===== src/rtl/pc_sequencer.sv =====
// pc_sequencer: fetch program counter and next-PC selection.
//
// Picks each cycle's next fetch address: sequential pc+2, conditional branch
// (immediate or register target), stall hold or halt. Holds the {N,V,Z} flag
// register that branch conditions test. ALU flag writes are forwarded into
// branch evaluation in the same cycle. Drives the IF/ID flush on taken
// branches and keeps a saturating count of taken branches.
//
// Ports:
//   clk          in   system clock, rising edge
//   rst          in   synchronous active-high reset
//   stall        in   hazard stall; holds pc, drops branch/halt this cycle
//   halt         in   HLT decoded this cycle
//   br_valid     in   branch in decode this cycle
//   br_reg       in   1 = BR (register target), 0 = B (immediate target)
//   cond         in   [2:0] branch condition code
//   imm          in   [8:0] signed word offset for B
//   br_pc_plus2  in   [15:0] branch instruction address + 2
//   reg_target   in   [15:0] BR target address
//   flag_wr      in   [2:0] per-flag write enables {N,V,Z}
//   flag_in      in   [2:0] new flag values {N,V,Z}
//   pc           out  [15:0] current fetch address (registered)
//   pc_plus2     out  [15:0] pc + 2 (combinational)
//   flush        out  squash IF/ID this cycle (combinational)
//   flags        out  [2:0] registered {N,V,Z}
//   halted       out  high once halted, until reset
//   taken_cnt    out  [15:0] saturating taken-branch count

module pc_sequencer #(
   parameter logic [15:0] RESET_PC = 16'h0000
) (
   input  logic        clk,
   input  logic        rst,
   input  logic        stall,
   input  logic        halt,
   input  logic        br_valid,
   input  logic        br_reg,
   input  logic [2:0]  cond,
   input  logic [8:0]  imm,
   input  logic [15:0] br_pc_plus2,
   input  logic [15:0] reg_target,
   input  logic [2:0]  flag_wr,
   input  logic [2:0]  flag_in,
   output logic [15:0] pc,
   output logic [15:0] pc_plus2,
   output logic        flush,
   output logic [2:0]  flags,
   output logic        halted,
   output logic [15:0] taken_cnt
);

   typedef enum logic [0:0] {StRun, StHalted} state_t;

   state_t      state_q, state_d;
   logic [15:0] pc_q, pc_d;
   logic [2:0]  flags_q, flags_d;
   logic [15:0] cnt_q, cnt_d;

   logic [2:0]  eflags;
   logic        z_flag, v_flag, n_flag;
   logic        cond_true;
   logic [15:0] br_offset;
   logic [15:0] target;
   logic        take;

   // Forward same-cycle ALU flag writes so a branch sees them immediately.
   always_comb begin
      for (int i = 0; i < 3; i++) begin
         eflags[i] = flag_wr[i] ? flag_in[i] : flags_q[i];
      end
   end

   assign z_flag = eflags[0];
   assign v_flag = eflags[1];
   assign n_flag = eflags[2];

   always_comb begin
      cond_true = 1'b0;
      unique case (cond)
         3'b000:  cond_true = ~z_flag;
         3'b001:  cond_true = z_flag;
         3'b010:  cond_true = ~z_flag & ~n_flag;
         3'b011:  cond_true = n_flag;
         3'b100:  cond_true = z_flag | (~z_flag & ~n_flag);
         3'b101:  cond_true = n_flag | z_flag;
         3'b110:  cond_true = v_flag;
         3'b111:  cond_true = 1'b1;
         default: cond_true = 1'b0;
      endcase
   end

   // Word offset scaled to bytes; BR target bit 0 is deliberately unmasked.
   assign br_offset = {{6{imm[8]}}, imm, 1'b0};
   assign target    = br_reg ? reg_target : (br_pc_plus2 + br_offset);

   assign take     = (state_q == StRun) & br_valid & cond_true;
   assign flush    = take & ~stall;
   assign pc_plus2 = pc_q + 16'd2;

   always_comb begin
      state_d = state_q;
      pc_d    = pc_q;
      flags_d = flags_q;
      cnt_d   = cnt_q;
      unique case (state_q)
         StRun: begin
            // Flag writes land even while stalled or halting.
            flags_d = eflags;
            if (stall) begin
               pc_d = pc_q;
            end else if (halt) begin
               state_d = StHalted;
            end else if (take) begin
               pc_d  = target;
               cnt_d = (cnt_q == 16'hFFFF) ? cnt_q : cnt_q + 16'd1;
            end else begin
               pc_d = pc_plus2;
            end
         end
         StHalted: begin
            state_d = StHalted;
         end
         default: begin
            state_d = StRun;
         end
      endcase
   end

   always_ff @(posedge clk) begin
      if (rst) begin
         state_q <= StRun;
         pc_q    <= RESET_PC;
         flags_q <= 3'b000;
         cnt_q   <= 16'h0000;
      end else begin
         state_q <= state_d;
         pc_q    <= pc_d;
         flags_q <= flags_d;
         cnt_q   <= cnt_d;
      end
   end

   assign pc        = pc_q;
   assign flags     = flags_q;
   assign halted    = (state_q == StHalted);
   assign taken_cnt = cnt_q;

endmodule

===== config.mk =====
export PLATFORM = sky130hd
export DESIGN_NAME = pc_sequencer
export DESIGN_NICKNAME = d
export VERILOG_FILES = /design/src/rtl/pc_sequencer.sv
export SDC_FILE = /design/constraint.sdc
export NUM_CORES = 1
export LEC_CHECK = 0
export CAP_MARGIN = 10
export CORE_UTILIZATION = 30
export DETAILED_ROUTE_END_ITERATION = 8
export DONT_BUFFER_PORTS = 1
export PLACE_DENSITY = 0.53
export SYNTH_ARGS = -nofsm -noshare
export SYNTH_HDL_FRONTEND = slang
export SYNTH_SLANG_ARGS = --single-unit

===== constraint.sdc =====
create_clock -name clk -period 4.15 [get_ports clk]
set_input_delay 0.6225 -clock clk [delete_from_list [all_inputs] [get_ports clk]]
set_output_delay 0.6225 -clock clk [all_outputs]
set_load 0.02 [all_outputs]

# Word-level counts from Yosys, hierarchy flattened
# Cells that the tools add are included.
# word_totals
regBits,36
in_bits,56
output_inout_bits,53
word_cells,39
# classes
add_sub_neg,3
n_eq_ne,8
mux,9
n_bitwise,12
n_reduce_logical,3
# ops
op,n
16-bit two-way mux,2
16-bit by 1-bit adder with 16-bit output (second input constant),1
16-bit adder,1
16-bit by 2-bit adder with 16-bit output (second input constant),1
16-bit == test (second input constant),1
3-bit == test (second input constant),4
1-bit one-hot mux with 8 select lines,1
3-bit by 2-bit == test with 1-bit output (second input constant),2
1-bit inverter,6
1-bit two-way mux,5
5-bit AND reduction,1
1-bit bitwise AND,4
3-bit by 1-bit == test with 1-bit output (second input constant),1
3-bit zero test,1
3-bit AND reduction,1
1-bit bitwise OR,2
1-bit one-hot mux with 2 select lines,1

# Logic depth before layout (Yosys ltp)
# Gate-level depths: netlist (run 1).
# depth
depth_word,7
mapped_depth,10

# Least setup slack after synthesis (run 1)
# No wires, ideal clock.
# synth_timing
kind,input-to-output
startpoint,input flag_wr[1]
endpoint,output flush
t_arrival_ps,1953
required_time_ps,3527
path_slack_ps,1574
stages,7
path_buffers,2
cell_sequence,mux2_2 o21ai_0 o32ai_2 o21ai_2 buf_6 clkbuf_1 nor2_1
# synth_between
elab_chain_cells,4
# synth_lines
item,line,text
from (decl),42,"input logic [2:0] flag_wr,"
1-bit two-way mux,69,eflags[i] = flag_wr[i] ? flag_in[i] : flags_q[i];
1-bit one-hot mux with 8 select lines,79,unique case (cond)
1-bit bitwise AND,96,assign take = (state_q == StRun) & br_valid & cond_true;
1-bit bitwise AND,97,assign flush = take & ~stall;
to (decl),46,"output logic flush,"
# Every way passes these cells.

# Final worst setup path (run 1)
# layout_timing
startpoint,"register pc_q[1], in the netlist pc[1]"
endpoint,output pc_plus2[11]
# layout_between
elab_chain_cells,1
# layout_lines
item,line,text
from (decl),55,"logic [15:0] pc_q, pc_d;"
from (signal assigned),137,pc_q <= pc_d;
16-bit by 2-bit adder with 16-bit output,98,assign pc_plus2 = pc_q + 16'd2;
to (decl),45,"output logic [15:0] pc_plus2,"
# Every way passes these cells.

==> run_results.csv, run 1 <==
group,metric,value,unit
routing,post_drt_wl_per_cell,16.0,µm
place,dp_cells,484,
worst_hold_path,worstHoldStart,"rst",
clocking,ctsHoldBuffers,0,
sta,period_share,73.6,%
global_route,grt_util_all_layers,15.6,%
global_route,grt.overflow.total,0,
global_route,top_usage_layer,"met2",
pwr,p_leak,1.07,nW
routing,viasPerCell,5.42,
global_route,grt_use_met1,18.3,%
yosys,yosysMostFrequentCell,"nor2_1",
die,start_util,31.0,%
yosys,synth_top_area_cell,"dfxtp_1",
pwr,peakVddDrop,103,µV
global_route,grt_use_met3,4.46,%
sta,fmax,327,MHz
yosys,ys_seq_area_share,25.0,%
global_route,first_global_vias,2497,
clocking,clk_path_buf_depth,2,
clocking,clk_latency,0.29,ns
die,die_x,100,µm
yosys,synthFlopType,"dfxtp_1",
yosys,ys_async_sr_fraction,0,%
critical_path,path_max_fanout,7,
critical_path,slowest_delay,0.56,ns
global_route,grt_start_max_net_pins,38,
yosys,netlist_instances,373,
clocking,cts_buffers,5,
die,die_y,100,µm
clocking,cts_resized,0,
critical_path,critical_path_class,"reg -> out",
place,pre_cts_ws,1.37,ns
critical_path,r2r-start,"taken_cnt[3]",
pwr,power,0.837,mW
routing,wl,7890,µm
clocking,path_clk_slew,0.08,ns
clocking,cts_tree,"yes",
routing,drc,0,
final_layout,drive_gt1_share,7.16,%
place,hpwl,6060,µm
die,ioPinCount,109,
yosys,netlist_top_cells_count,"41 x nor2_1, 38 x nand2_1, 36 x dfxtp_1",
global_route,grt_pass1_wl,12500,µm
final_layout,synthToLayoutAreaGrowth,6.17,%
yosys,syn_area,2880,µm²
sta,setup_tns,0,ns
sta,finClkSkew,0.0106,ns
sta,finalHoldViolCount,0,
final_layout,design_area,3060,µm²
critical_path,cp_cell_sequence,"ha_1 > nand3_1 > nor2_1 > nand4_1 > xnor2_1",
final_layout,final_nets,435,
yosys,yosysTopAreaCellShare,25.0,%
sta,period_minus_slack,3.06,ns
critical_path,crit_arrival,2.43,ns
die,core,9280,µm²
routing,drt-initial-drc-count,111,
routing,drt_pre_antenna_iters,4,
yosys,yosys_warnings,0,
place,numPortBuffers,0,
sta,finalSetupViolations,0,
yosys,ys_ff_latch,36,
place,placed_area,2970,µm²
final_layout,layout.cells.non_filler,492,
yosys,syn_area_per_cell,7.72,µm²
die,rows,35,
global_route,grt_use_met2,28.2,%
final_layout,post-route-util,32.9,%
sta,rsz0062_at_grt,"no",
die,die_area,9990,µm²
yosys,synth_edf_count,0,
sta,max-slew-margin-rel,34.5,%
sta,fin_hold_ws,0.394,ns
worst_hold_path,min_path_type,"in -> reg",
routing,antenna_left,0,
critical_path,cp_slowest_cell,"dfxtp_1",
place,place_congestion,0.800,
yosys,synth_cell_types,60,
routing,vias,2669,
critical_path,cp-startpoint,"pc[1]",
yosys,syn-num-nets,446,
run_status,status,"complete, no violations",
pwr,p_per_area,274,nW/µm²
sta,worstMarginPinSlew,0.977,ns
job,max_cap_violations,0,
critical_path,end_kind,"primary output",
clocking,cts.sinks,36,
global_route,antenna_found_initial,0,
sta,setup_slack,1.09,ns
critical_path,startpoint_type,"flop",
sta,slew_violations,0,
clocking,htreeDepth,2,
final_layout,n_antenna_cell,0,
critical_path,critPathRequiredTime,3.53,ns
clocking,root_buffer,"clkbuf_8",
yosys,synth_area_leaders,"dfxtp_1 25%, ha_1 7.0%, xnor2_1 6.1%",
clocking,postCtsSetupBuffers,0,
[layout by cell type, fill, tap and decap left out, types with 9 or more instances in the layout]
| cell | instances |
|---|---|
| nand2_1 | 38 |
| xnor2_1 | 20 |
| nor2b_1 | 9 |
| ha_1 | 16 |
| o21ai_0 | 16 |
| nand3_1 | 15 |
| xor2_1 | 17 |
| nor2_1 | 41 |
| dfxtp_1 | 36 |
| a21oi_1 | 31 |
[flip-flops by register name, indices dropped and copies added, names as in the netlist]
name       flops
flags          3
halted         1
pc            16
taken_cnt     16
[path summary, 6_finish.rpt]
check | cells past startpoint | slack, ns | endpoint
setup / recovery | 5 | 1.09 | pc_plus2[11]
hold / removal | 1 | 0.39 | taken_cnt[0]
setup reg to reg | 6 | 1.53 | taken_cnt[6]
hold reg to reg | 2 | 0.60 | pc[7]
[layout make-up]
type                            count  area, µm²
Fill cell                        1016       6230
Inverter                            8       30.0
Clock inverter                      3       18.8
Multi-Input combinational cell    309       2040
Tap cell                          129        161
Timing Repair Buffer                2       15.0
Clock buffer                        5       68.8
Sequential cell                    36        721
[per-layer routing]
layer	up-vias	part of all wire, %	wire length (µm)
met1	1226	43	3370
met5	-	0	0
met2	102	49	3830
met3	6	7.9	626
li1	1335	-	-
met4	0	0.76	60
[worst max-delay path, delay by kind of cell (launching register included)]
| family | cells | cell delay (ns) |
|---|---|---|
| xor+xnor | 1 | 0.51 |
| flops | 1 | 0.56 |
| simple gates | 3 | 0.77 |
| fa+ha+maj | 1 | 0.30 |
[where the power goes]
part	internal (mW)	switching [mW]
combinational	0.0814	0.120
sequential	0.355	0.0281
clock	0.117	0.135
total	0.553	0.283
[cells by family after synthesis]
family / after synthesis / synth area share (%)
multiplexers: 9 / 4.09
buffers and inverters: 28 / 4.22
XOR/XNOR: 37 / 11.3
AO/OA/AOI/OAI: 94 / 21.6
AND/OR/NAND/NOR: 152 / 26.2
flip-flops: 36 / 25.0
adder cells (fa/ha/maj): 17 / 7.65
No activity file was read; power rests on OpenSTA's default activity.
==> inputs of run 2 (changes only) <==
clock period = 2.9 ns   (was 4.15 ns; I/O delays follow)
==> run 2 against run 1 <==
  * Sequential cell count is the same
  * Clock-buffer cell count is the same
  * Sequential power increased by 40%
  * Die area unchanged
  * Routed wire length fell by 0.15%
  * First-iteration DRC count shrank 28%
  * Non-clock buffer count increased by 18
  * Cell area rose by 4.4%
  * Critical path depth shrank 1
  * Combinational power increased by 54%
  * Clock skew about the same
  * Critical path type unchanged
  * Critical endpoint is now pc_plus2[15]
  * Largest power group unchanged
  * Highest routed layer unchanged
==> run_results.csv, run 2 (synthesis results as in run 1) <==
group,metric,value,unit
run_status,status,"complete, no violations",
die,core,9280,µm²
final_layout,final_cell_mix,"41 x nor2_1, 38 x nand2_1, 36 x dfxtp_1",
critical_path,crit_top_cell,"nand3_1",
clocking,cts.sinks,36,
final_layout,final_nets,453,
critical_path,cp-startpoint,"pc[4]",
global_route,grt_pass1_wl,12700,µm
clocking,htreeDepth,2,
sta,max-slew-margin-rel,58.2,%
die,die_area,9990,µm²
routing,vias,2730,
place,numPortBuffers,0,
routing,antenna_left,0,
clocking,ctsHoldBuffers,0,
global_route,grt_util_all_layers,15.9,%
critical_path,cp_cell_sequence,"nand3_1 > nor2_1 > nand3_1 > xnor2_1",
place,place_congestion,0.822,
die,die_x,100,µm
clocking,cts_resized,0,
critical_path,cp_slowest_cell,"dfxtp_1",
routing,drt_pre_antenna_iters,4,
sta,fmax,392,MHz
place,placed_area,3100,µm²
clocking,clk_latency,0.29,ns
die,start_util,31.0,%
place,hpwl,6160,µm
clocking,postCtsSetupBuffers,0,
final_layout,final_common_cell,"nor2_1",
clocking,cts_tree,"yes",
critical_path,end_kind,"primary output",
clocking,clk_path_buf_depth,2,
die,ioPinCount,109,
sta,finClkSkew,0.0109,ns
final_layout,n_antenna_cell,0,
final_layout,design_area,3190,µm²
routing,drc,0,
critical_path,critical_path_class,"reg -> out",
critical_path,r2r-start,"pc[4]",
routing,wl,7870,µm
critical_path,path_max_fanout,5,
sta,finalHoldViolCount,0,
worst_hold_path,worstHoldStart,"rst",
critical_path,slowest_delay,0.54,ns
clocking,root_buffer,"clkbuf_8",
critical_path,critPathRequiredTime,2.47,ns
clocking,path_clk_slew,0.08,ns
global_route,antenna_found_initial,0,
pwr,peakVddDrop,163,µV
sta,slew_violations,0,
routing,drt-initial-drc-count,80,
critical_path,startpoint_type,"flop",
sta,period_minus_slack,2.55,ns
critical_path,cpLargestDelayFamily,"simple AND/OR/NAND/NOR gates",
global_route,grt.overflow.total,0,
sta,period_share,87.9,%
routing,post_drt_wl_per_cell,15.4,µm
critical_path,crit_arrival,2.11,ns
die,die_y,100,µm
die,rows,35,
pwr,p_per_area,376,nW/µm²
sta,worstMarginPinSlew,0.627,ns
pwr,p_leak,1.17,nW
final_layout,n_fill_cell,1015,
final_layout,drive_gt1_share,11.5,%
critical_path,crit_buf_inv,0,
sta,rsz0062_at_grt,"no",
global_route,grt_start_max_net_pins,38,
clocking,cts_buffers,5,
sta,finalSetupViolations,0,
final_layout,synthToLayoutAreaGrowth,10.9,%
sta,setup_tns,0,ns
worst_hold_path,min_path_type,"in -> reg",
routing,viasPerCell,5.35,
global_route,first_global_vias,2723,
job,max_cap_violations,0,
run 2: changes by cell type in the layout (fill, tap and decap cells not counted), sizes merged:
cell and delta:
buf +18
run 2: metrics by stage:
stage	cells	utilization [%]	hold WS, ns	worst slack [ns]	total power [mW]
3_5_place_dp	502	33.4	0.512	0.350	0.860
5_1_grt	510	34.4	0.187	0.197	1.28
3_3_place_gp	502	33.4	0.510	0.382	0.856
6_report	510	34.4	0.213	0.350	1.20
2_1_floorplan	373	-	0.564	0.576	0.802
4_1_cts	510	34.4	0.196	0.311	1.22
run 2: metal layers:
metal	track usage [%]	up-vias	part of all wire (%)
li1	-	1374	-
met2	29.4	87	49
met4	3.85	0	1.2
met1	18.1	1261	42
met5	0	-	0
met3	4.32	8	7.9
run 2: worst register-to-register path: cells and delay by family, from the launching register on:
family           cells  cell delay, ns
XOR/XNOR             1            0.49
flip-flops           1            0.54
AND/OR/NAND/NOR      4            1.05
AO/OA/AOI/OAI        2            0.18
run 2: where the power goes:
part | internal (mW) | total, mW | switching (mW)
Combinational | 0.127 | 0.309 | 0.183
Sequential | 0.508 | 0.537 | 0.0290
Clock | 0.167 | 0.354 | 0.187
run 2: cell type report:
| class | count | area, µm² | area share (%) |
|---|---|---|---|
| Clock buffer | 5 | 68.8 | 2.16 |
| Clock inverter | 3 | 18.8 | 0.588 |
| Inverter | 8 | 30.0 | 0.941 |
| Multi-Input combinational cell | 309 | 2040 | 64.0 |
| Sequential cell | 36 | 721 | 22.6 |
| Tap cell | 129 | 161 | 5.06 |
| Timing Repair Buffer | 20 | 150 | 4.70 |
run 2: path summary, 6_finish.rpt:
path              slack [ns]  cells after the start           end
hold / removal          0.21                      1  taken_cnt[1]
setup reg to reg        0.57                      7        pc[15]
setup / recovery        0.35                      4  pc_plus2[15]
hold reg to reg         0.60                      2         pc[7]
==> RTL edit (settings of run 1) <==
Register the input `reg_target` before use, without a reset. The logic sees it one clock later. The other inputs are not delayed to match.
--- a/src/rtl/pc_sequencer.sv
+++ b/src/rtl/pc_sequencer.sv
@@ -53,2 +53,8 @@
 
+   logic [15:0] reg_target_q;
+
+   always_ff @(posedge clk) begin
+      reg_target_q <= reg_target;
+   end
+
    state_t      state_q, state_d;
@@ -93,3 +99,3 @@
    assign br_offset = {{6{imm[8]}}, imm, 1'b0};
-   assign target    = br_reg ? reg_target : (br_pc_plus2 + br_offset);
+   assign target    = br_reg ? reg_target_q : (br_pc_plus2 + br_offset);
 
Behaviour: not the same (Yosys sat finds a counterexample within 4 cycles, from zero or initial values and one cycle with rst high).
==> RTL edit against run 1 <==
  * Sequential cell count increased by 16
  * Worst setup slack got worse by 0.082 ns
  * Power increased by 24%
  * Area after synthesis increased by 15%
  * Critical path depth unchanged
  * Via count increased by 6.6%
  * Design area increased by 14%
  * Wire length increased by 7.9%
  * Critical endpoint is now pc_plus2[12]
  * Largest power group unchanged
  * Highest routed layer unchanged
==> RTL edit: results (changes against run 1) <==
Status: complete, no violations
Nets: 469 (+7.8%)
Total track usage: 0.154 (-0.00188)
Multi-input gate area: 2130 µm² (+4.4%)
P_int: 0.000711 W (+28%)
P_clk: 0.000291 W (+15%)
Signal buffers share of area: 0.00431 (-0.000599)
Seq/total area: 0.299 (+0.0633)
Mux cell area share after synthesis: 0.0475 (+0.00666)
Clock root cell: clkbuf_8
Clock latency on the worst-skew pair: 0.33 ns (+0.04 ns)
Synthesized flop and latch total: 52 (+44%)
Top cells by area, synth: dfxtp_1 (31%), nor2_1 (6.4%), ha_1 (6.0%)
Wire length on met1: 3860 µm (+14%)
Multi-input gates: 324 (+4.9%)
Most common library cells after synthesis: nor2_1 (57), dfxtp_1 (52), nand2_1 (35)
Layout cells sized above 1: 0.0758 (+0.00413)
Number of fillers in the final layout: 1145 (+13%)
Seq/Total Area, Yosys: 0.314 (+0.0634)
Wire per inst: 15.9 µm (-0.99%)
Synthesized area per cell: 8.15 µm² (+5.6%)
Post-synthesis net count: 480 (+7.6%)
Clock transition at path regs: 0.10 ns (+0.02 ns)
Compound-cell area share of the yosys netlist: 0.188 (-0.0274)
Dpl ws: 1.32 ns (-0.0561 ns)
Placed Cells: 529 (+9.3%)
Crit path arrival time: 2.51 ns (+0.08 ns)
Post-synthesis xor/xnor area fraction: 0.0897 (-0.0228)
Synth cell types: 58 (-3.3%)
Slew @ Worst Pin: 1.01 ns (+0.0362 ns)
Final Skew: 0.0144 ns (+0.00388 ns)
Placer Congestion: 0.817 (+2.2%)
# clk buffers: 6 (+1)
Core area: 10800 µm² (+16%)
DP HPWL: 6480 µm (+6.9%)
Synth Area in Adders: 0.0664 (-0.0101)
Crit path largest cell delay: 0.60 ns (+0.04 ns)
Setup WS post-layout: 1.01 ns (-0.0819 ns)
Vias per inst: 5.31 (-2.2%)
Clk cell area share: 0.0223 (-0.00637)
Wire length on met3: 724 µm (+16%)
Largest net degree at the start of global routing: 40 (+5.3%)
Cell Count, Final, Fillers Out: 536 (+8.9%)
Placed cell areas: 3400 µm² (+15%)
[RTL edit: layer usage]
metal / GRT usage / up-vias
li1: - / 1428
met2: 0.257 / 99
met1: 0.182 / 1307
met4: 0.0499 / 0
met5: 0 / -
met3: 0.0578 / 10
[RTL edit: final timing paths]
check	from	to	depth (start not counted)
min reg2reg	reg_target_q[0]	pc[0]	2
max reg2reg	flags[2]	pc[14]	8
max	pc[5]	pc_plus2[12]	5
min	reg_target[7]	reg_target_q[7]	0
[RTL edit: per-stage QoR]
step | util | power [W] | hold WS (ns)
CTS | 0.323 | 0.00106 | 0.295
detailed placement | 0.315 | 0.000756 | 0.535
global placement | 0.315 | 0.000755 | 0.533
finish | 0.323 | 0.00104 | 0.311
global route | 0.323 | 0.00110 | 0.291
floorplan | - | 0.000728 | 0.506
